--- src/rtl/strided_circular_buffer.sv ---
// -----------------------------------------------------------------------------
// strided_circular_buffer
//
// Circular row buffer between the input-feature fetch stage and the PE array.
// Each accepted write stores PAR_WRITE rows; the read side exposes a window of
// PAR_READ consecutive rows starting at the read pointer. A pop advances the
// read pointer by a variable stride (1..PAR_READ). Overlapping windows can
// therefore be re-read for sliding-window reuse.
//
// Optional feature macro: STRIDED_BUF_FLUSH_EN
//   defined     -> adds input 'flush'. It empties the buffer by moving rp to
//                  wp. A write in the same cycle is still kept. A pop in the
//                  same cycle is dropped.
//   not defined -> no flush port. The buffer empties only by reset or pops.
//
// Ports
//   clk         in   1                    single clock, all state on posedge
//   rst         in   1                    asynchronous, active-low reset
//   flush       in   1                    (STRIDED_BUF_FLUSH_EN only) logical flush
//   wr_valid    in   1                    producer offers din
//   wr_ready    out  1                    room for PAR_WRITE more rows
//   din         in   ROW_SIZE*PAR_WRITE   row 0 in the LSBs
//   rd_valid    out  1                    a full PAR_READ-row window is stored
//   rd_pop      in   1                    consume rd_advance rows
//   rd_advance  in   clog2(PAR_READ+1)    stride of this pop (clamped to PAR_READ)
//   dout        out  ROW_SIZE*PAR_READ    window; row at read pointer in the LSBs
//   level       out  clog2(COLUMNS+1)     rows currently stored
//   full        out  1                    level == COLUMNS
//   empty       out  1                    level == 0
// -----------------------------------------------------------------------------
module strided_circular_buffer #(
    parameter int ROW_SIZE  = 8,
    parameter int COLUMNS   = 32,
    parameter int PAR_WRITE = 4,
    parameter int PAR_READ  = 4
) (
    input  logic                              clk,
    input  logic                              rst,
`ifdef STRIDED_BUF_FLUSH_EN
    input  logic                              flush,
`endif
    input  logic                              wr_valid,
    output logic                              wr_ready,
    input  logic [ROW_SIZE*PAR_WRITE-1:0]     din,
    output logic                              rd_valid,
    input  logic                              rd_pop,
    input  logic [$clog2(PAR_READ+1)-1:0]     rd_advance,
    output logic [ROW_SIZE*PAR_READ-1:0]      dout,
    output logic [$clog2(COLUMNS+1)-1:0]      level,
    output logic                              full,
    output logic                              empty
);

    localparam int AW    = (COLUMNS > 1) ? $clog2(COLUMNS) : 1;
    localparam int LW    = $clog2(COLUMNS + 1);
    localparam int ADV_W = $clog2(PAR_READ + 1);

    // Pointer sums are one bit wider than a pointer so the carry past
    // COLUMNS-1 is visible to the single conditional subtract.
    typedef logic [AW:0] sum_t;
    localparam sum_t COLS_S = sum_t'(COLUMNS);

    typedef enum logic [1:0] {
        S_EMPTY   = 2'd0,
        S_PARTIAL = 2'd1,
        S_FULL    = 2'd2
    } state_t;

    // (base + off) mod COLUMNS. Both operands are below COLUMNS, so one
    // conditional subtract is enough even when COLUMNS is not a power of two.
    function automatic logic [AW-1:0] wrap_add(input logic [AW-1:0] base, input sum_t off);
        sum_t s;
        s = {1'b0, base} + off;
        if (s >= COLS_S) s = s - COLS_S;
        return s[AW-1:0];
    endfunction

    // NOTE: storage has no reset. Stored rows are only visible through
    // level/rp, and those are reset. Leaving the array unreset lets it map
    // onto plain RAM or flops without a reset tree.
    logic [ROW_SIZE-1:0] mem [COLUMNS];

    logic [AW-1:0]    wp, rp;
    logic [AW-1:0]    wp_next, rp_next;
    logic [LW-1:0]    level_next;
    state_t           state, state_next;
    logic [ADV_W-1:0] adv_eff;
    logic             wr_fire, rd_fire, flush_req;

`ifdef STRIDED_BUF_FLUSH_EN
    assign flush_req = flush;
`else
    assign flush_req = 1'b0;
`endif

    // Handshakes use the registered level only. There is no same-cycle
    // bypass from write to read.
    assign wr_ready = (level <= LW'(COLUMNS - PAR_WRITE));
    assign rd_valid = (level >= LW'(PAR_READ));

    assign adv_eff  = (rd_advance > ADV_W'(PAR_READ)) ? ADV_W'(PAR_READ) : rd_advance;
    assign wr_fire  = wr_valid & wr_ready;
    assign rd_fire  = rd_pop & rd_valid & (adv_eff != '0);

    assign full     = (state == S_FULL);
    assign empty    = (state == S_EMPTY);

    // NOTE: every signal assigned in always_comb gets a default at the top.
    // A path that skips an assignment would otherwise infer a latch.
    always_comb begin
        wp_next    = wp;
        rp_next    = rp;
        level_next = level;

        if (wr_fire) wp_next = wrap_add(wp, sum_t'(PAR_WRITE));

        if (flush_req) begin
            // Flush keeps a same-cycle write: those rows start at the old wp,
            // which becomes the new read pointer. A same-cycle pop is dropped.
            rp_next    = wp;
            level_next = wr_fire ? LW'(PAR_WRITE) : '0;
        end else begin
            if (rd_fire) rp_next = wrap_add(rp, sum_t'(adv_eff));
            // Occupancy cannot leave 0..COLUMNS: writes need headroom and
            // pops need a full window. Modular arithmetic at LW bits is exact.
            level_next = level
                       + (wr_fire ? LW'(PAR_WRITE) : LW'(0))
                       - (rd_fire ? LW'(adv_eff)   : LW'(0));
        end
    end

    // The state follows the next occupancy. A flush that also accepts a write
    // lands in PARTIAL, so full/empty always agree with level.
    always_comb begin
        state_next = S_PARTIAL;
        if (level_next == '0)               state_next = S_EMPTY;
        else if (level_next == LW'(COLUMNS)) state_next = S_FULL;
    end

    // Pointers, occupancy and control state. Asynchronous clear.
    // NOTE: sequential state uses non-blocking assignments only, so every
    // register samples the pre-edge values regardless of statement order.
    always_ff @(posedge clk or negedge rst) begin
        if (!rst) begin
            wp    <= '0;
            rp    <= '0;
            level <= '0;
            state <= S_EMPTY;
        end else begin
            wp    <= wp_next;
            rp    <= rp_next;
            level <= level_next;
            state <= state_next;
        end
    end

    // Row storage. Writes that straddle COLUMNS-1 -> 0 wrap row by row.
    always_ff @(posedge clk) begin
        if (wr_fire) begin
            for (int i = 0; i < PAR_WRITE; i++) begin
                mem[wrap_add(wp, sum_t'(i))] <= din[i*ROW_SIZE +: ROW_SIZE];
            end
        end
    end

    // Read window, combinational from storage. Forced to zero until a full
    // window exists, so stale rows never reach the PE array.
    always_comb begin
        dout = '0;
        if (rd_valid) begin
            for (int j = 0; j < PAR_READ; j++) begin
                dout[j*ROW_SIZE +: ROW_SIZE] = mem[wrap_add(rp, sum_t'(j))];
            end
        end
    end

endmodule
--- config.mk ---
export PLATFORM = sky130hd
export DESIGN_NAME = strided_circular_buffer
export DESIGN_NICKNAME = d
export VERILOG_FILES = /design/src/rtl/strided_circular_buffer.sv
export SDC_FILE = /design/constraint.sdc
export NUM_CORES = 1
export LEC_CHECK = 0
export ABC_CLOCK_PERIOD_IN_PS = 8400
export CAP_MARGIN = 5
export CORE_UTILIZATION = 62
export DETAILED_ROUTE_END_ITERATION = 8
export GPL_ROUTABILITY_DRIVEN = 0
export PLACE_DENSITY = 0.82
export SYNTH_ARGS = -nofsm -noshare
export SYNTH_HDL_FRONTEND = slang
export SYNTH_SLANG_ARGS = --single-unit
--- constraint.sdc ---
create_clock -name clk -period 8.4 [get_ports clk]
set_input_delay 0.84 -clock clk [delete_from_list [all_inputs] [get_ports clk]]
set_output_delay 0.84 -clock clk [all_outputs]
set_load 0.005 [all_outputs]
Word level (Yosys, flattened, before mapping):

Memories as Yosys holds them, arrays and structs flattened.
Cells that the tools add are included.

* flip-flop bits (word level): 18
* memory bits (writable): 256
* input bits: 39
* output and inout port bits: 42
* word-level logic and storage cells: 72
* memories kept: 1

* $add $sub $neg: 20
* $lt $le $gt $ge: 13
* equal/unequal tests: 2
* muxes and demuxes: 26
* bitwise logic cells: 3
* reduce and logical (&&, ||, !) cells: 3

Memories
* mem: depth 32, width 8, read ports 4, clocked after Yosys merged registers in 0, wr ports 4, line 81 `logic [ROW_SIZE-1:0] mem [COLUMNS];`

Operator list (number)
* $mux 5: 18
* $sub 5x1->5 const B: 10
* $ge 6x6->1 const B: 8
* $mux 32: 1
* $add 5x2->6 const B: 4
* $add 5x1->6 const B: 2
* $ge 5x6->1 const B: 2
* $mux 3: 3
* $add 5x3->6: 1
* $add 5x3->6 const B: 1
* $add 6x3->6: 1
* $eq 6x6->1 const B: 1
* $ge 6x3->1 const B: 1
* $le 6x5->1 const B: 1
* $logic_not 6->1: 1
* $sub 6x3->6: 1
* $mux 2: 2
* $and 1x1->1: 3
* $gt 3x3->1 const B: 1
* $reduce_bool 3->1: 1
* $eq 2x2->1 const B: 1
* $logic_not 2->1: 1
* $mux 1: 2

Depth between registers and ports, before layout:

* depth in word-level cells: 9
* gate-level depth with buffers: 15
* depth with buffers taken out: 15

Worst setup path after synthesis:

No wires, ideal clock.

* path type: register -> register
* from: reg level[5]
* to: mem mem[0][0] (enable)
* library setup time: 501 ps
* arrival: 4159 ps
* required time: 7899 ps
* path slack: 3740 ps
* stages on the path, launching flop included: 7
* path buffers: 0
* clock period less this slack: 4660 ps
* path through: dfrtp_1 -> inv_1 -> ha_1 -> nand3_1 -> mux2_2 -> nand2_1 -> nor4_1

RTL lines
* start, declared: line 49 `output logic [$clog2(COLUMNS+1)-1:0] level,`
* start signal, assigned: line 152 `level <= level_next;`
* end, declared: line 81

Worst setup path in the final report:

* from: reg rp[0]
* to: out dout[12]

* cells in the longest elaborated chain, start to end: 6
* elaborated cells between the ends (all ways): 7
* classes of those cells: add/sub: 2; order compare: 1; mux: 3; memory: 1

RTL lines
* start, declared: line 83 `logic [AW-1:0] wp, rp;`
* start signal, assigned: line 151 `rp <= rp_next;`
* $add 5x1->6 *: line 73 `s = {1'b0, base} + off;`
* $sub 5x1->5 or $ge 6x6->1 (tied branches): line 74 `if (s >= COLS_S) s = s - COLS_S;`
* $mux 5 *: line 74
* $mux 5 *: line 170 `if (rd_valid) begin`
* $mem_v2 32x8 *
* $mux 32 *: line 170
* end, declared: line 48 `output logic [ROW_SIZE*PAR_READ-1:0] dout,`

Every way passes the cells marked *; elsewhere a longest branch is shown, timed or not. The select of a mux whose other input is x is not followed.

==> flow_metrics.tcl <==
set metrics [dict create \
    status "completed" \
    switchingPower_mw 3.691 \
    die_w_um 168.1 \
    area_delta_synth_final_pct 11.87 \
    synthTopCellsByArea "edfxtp_1 45%, mux4_2 29%, mux2i_1 4.7%" \
    synth_common_cells "256 x edfxtp_1, 220 x mux4_2, 80 x mux2i_1" \
    fill_cells 1692 \
    end_kind "output pin" \
    core_area_sq_mm 0.02703 \
    drt-vias-per-instance 7.972 \
    fin_worst_skew_ns 0.01084 \
    initial_core_util_pct 63.29 \
    drt-total-wl_mm 47.20 \
    synth-simple-area-share_pct 3.672 \
    yosysSeqAreaShare_pct 47.28 \
    path_cells "inv_1 -> ha_4 -> buf_4 -> mux4_2 -> mux2_2 -> a2bb2oi_1 -> o221ai_1 -> clkdlybuf4s50_1" \
    criticalPathCategory "reg2out" \
    relSlewSlack_pct 10.34 \
    postCtsSetupBuffers 0 \
    drv_slew 0 \
    ys_warn_count 0 \
    synth-seq-cells 272 \
    post_drt_wl_per_cell_um 32.50 \
    grtUsageTotal_pct 34.15 \
    htreeDepth 1 \
    io_buffers 80 \
    fin_tns_setup_ns 0 \
    grt_pass1_vias 11390 \
    final_area_sq_mm 0.01914 \
    grt_max_degree 134 \
    cp.required_ns 7.56 \
    postSynthAreaPerCell_sq_um 16.40 \
    synth_top_family_by_area "multiplexers" \
    min_from "wp[3]$_DFFE_PN0P_" \
    clockBufferDepth 3 \
    grt_setup_unrepaired "no" \
    synth_edf_count 256 \
    synth-compound-area-share_pct 6.532 \
    dp_hpwl_mm 28.92 \
    num_io_pins 81 \
    leakage_nw 6.268 \
    cts_tree "done" \
    critPathTopFamily "buffers and inverters" \
    internal-power_mw 5.207 \
    clkPwrFrac_pct 15.6 \
    slowest_stage "ha_4" \
    period_share_pct 70.74 \
    rows 60 \
    power_density_mw_per_mm2 465.0 \
    synth_cells 1043 \
    cts_buffers 29 \
    startpoint_type "flop" \
    hold_buffers 0 \
    async_reset_ff_share_pct 5.882 \
    cap_violations 0 \
    finalCriticalPeriod_ns 5.942 \
    first_pass_iters 5 \
    syn_area_sq_mm 0.01711 \
    antenna_found_initial 0 \
    finalSetupViolations 0 \
    synth_fp_nets 1102 \
    ctsRootBufferMaster "clkbuf_16" \
    first_iter_violations 1629 \
    maxClockFrequency_mhz 168.3 \
    hold_path.class "reg2reg" \
    crit_arrival_ns 5.10 \
    nets 1149 \
    yosysMostFrequentCell "edfxtp_1" \
    dieArea_sq_mm 0.02826 \
    ys.flop_type "edfxtp_1" \
    clock_sinks 272 \
    drc 0 \
    crit_start "rp[0]$_DFFE_PN0N_" \
    vias 11580 \
    p_comb_share_pct 63.3 \
    grt_pass1_wl_mm 70.77 \
    pre_cts_ws_ns 3.151 \
    drive_gt1_share_pct 30.96 \
    synthMuxAreaShare_pct 36.50 \
    critPathBufInv 3 \
    yosysTopAreaCell "edfxtp_1" \
    power.share.sequential_pct 21.1 \
    swShare_pct 41.49 \
    synth_top_area_share_pct 44.94 \
    ir_worst_vdd_mv 0.4006 \
    worst-slew-pin-transition_ns 1.340 \
    cts_resized 0 \
    synth_fa_ha_area_share_pct 1.595 \
    finalHoldViolations 0 \
    ant_nets 0 \
    synthXorXnorAreaFrac_pct 1.163 \
    timing.rr.start "level[4]$_DFF_PN0_" \
    worst_slack_ns 2.458 \
    critPathMaxFanout 84 \
    die_h_um 168.1 \
    clock_latency_ns 0.55 \
    grt.overflow.total 0 \
    slowest_delay_ns 1.25 \
    clk_pin_slew_worst_paths_ns 0.07 \
    dpl_cell_area_sq_mm 0.01810 \
    ys_types 42 \
    n_antenna_cell 0 \
]
## per-stage QoR
stage	hold WS (ns)	power (mW)	utilization, %	cells
after floorplan	0.5254	5.612	-	1043
after global placement	0.6094	7.282	66.97	1400
after detailed placement	0.6462	7.367	66.97	1400
after CTS	0.6504	8.780	70.81	1452
after global routing	0.6840	9.215	70.81	1452
final	0.6469	8.898	70.81	1452
## per-layer routing
metal | up-vias | GRT usage, % | routed length (um)
met5 | - | 0 | 0
met4 | 0 | 15.85 | 2362
li1 | 4586 | - | -
met1 | 5836 | 47.32 | 16700
met2 | 975 | 50.65 | 21470
met3 | 179 | 9.991 | 6662
## path summary, 6_finish.rpt
kind | endpoint | slack (ns) | depth (start not counted)
worst max register to register | state[1]$_DFF_PN0_ | 4.34 | 15
worst min register to register | wp[3]$_DFFE_PN0P_ | 0.65 | 2
max in group asynchronous | rp[1]$_DFFE_PN0N_ | 7.10 | 1
min in group asynchronous | state[1]$_DFF_PN0_ | 0.73 | 1
worst min-delay path | wp[3]$_DFFE_PN0P_ | 0.65 | 2
worst max-delay path | dout[12] | 2.46 | 8
## sequential cells by signal, summed over array words and instances, names as in the netlist
register,cells
level,6
rp,5
mem,256
state,2
wp,3
## worst reg2reg max path: stages (launching register included)
cell,delay (ns)
dfrtp_1,0.40
inv_1,0.12
ha_1,0.16
o21ai_0,0.07
and2_0,0.32
inv_1,0.65
o311ai_1,0.48
nor2b_1,0.22
ha_1,0.16
inv_1,0.04
ha_1,0.22
fa_1,0.47
a21o_1,0.18
a21oi_1,0.17
xor2_1,0.19
nor2b_1,0.16
## cell usage in the layout (no fill, tap or decap), drive strengths merged, types with 2 or more instances in the layout
cell / synthesis / routed
a211oi: 8 / 8
a21o: 3 / 3
a21oi: 13 / 13
a221oi: 32 / 32
a22o: 16 / 16
a22oi: 16 / 16
a2bb2oi: 8 / 8
and2: 3 / 3
buf: 68 / 22
bufinv: 0 / 7
clkbuf: 18 / 30
clkdlybuf4s50: 0 / 80
clkinv: 0 / 9
clkinvlp: 0 / 6
dfrtp: 16 / 16
edfxtp: 256 / 256
fa: 3 / 3
ha: 17 / 17
inv: 12 / 12
mux2: 34 / 34
mux2i: 80 / 80
mux4: 224 / 224
nand2: 40 / 40
nand2b: 6 / 6
nand3: 7 / 7
nand3b: 2 / 2
nor2: 64 / 64
nor2b: 7 / 7
nor3: 14 / 14
o21ai: 4 / 4
o221ai: 8 / 8
o22ai: 32 / 32
o31ai: 8 / 8
xnor2: 9 / 9
xor2: 12 / 12
## kinds of logic after synthesis
kind of cell,count (synthesis)
multiplexers,338
flip-flops,272
AO/OA/AOI/OAI,149
AND/OR/NAND/NOR,145
buffers and inverters,98
XOR/XNOR,21
adder cells (fa/ha/maj),20
## power by group through the flow
| stage | Clock [mW] | Combinational (mW) | Sequential [mW] |
|---|---|---|---|
| after global routing | 1.44 | 5.88 | 1.89 |
| after global placement | 0 | 5.40 | 1.88 |
| after CTS | 1.39 | 5.52 | 1.87 |
| final | 1.39 | 5.63 | 1.88 |
| after floorplan | 0 | 3.83 | 1.78 |
| after detailed placement | 0 | 5.48 | 1.89 |
## final cells by class
| class | instances | area [sq um] | area share [%] |
|---|---|---|---|
| multi-input cells | 673 | 8552 | 44.69 |
| flip-flops and latches | 272 | 8097 | 42.31 |
| repair buffers | 102 | 978.4 | 5.113 |
| clock buffers | 30 | 729.5 | 3.812 |
| well taps | 341 | 426.7 | 2.230 |
| clock inverters | 22 | 307.8 | 1.608 |
| inverters | 12 | 45.04 | 0.2354 |
(Power assumes the default switching activity.)
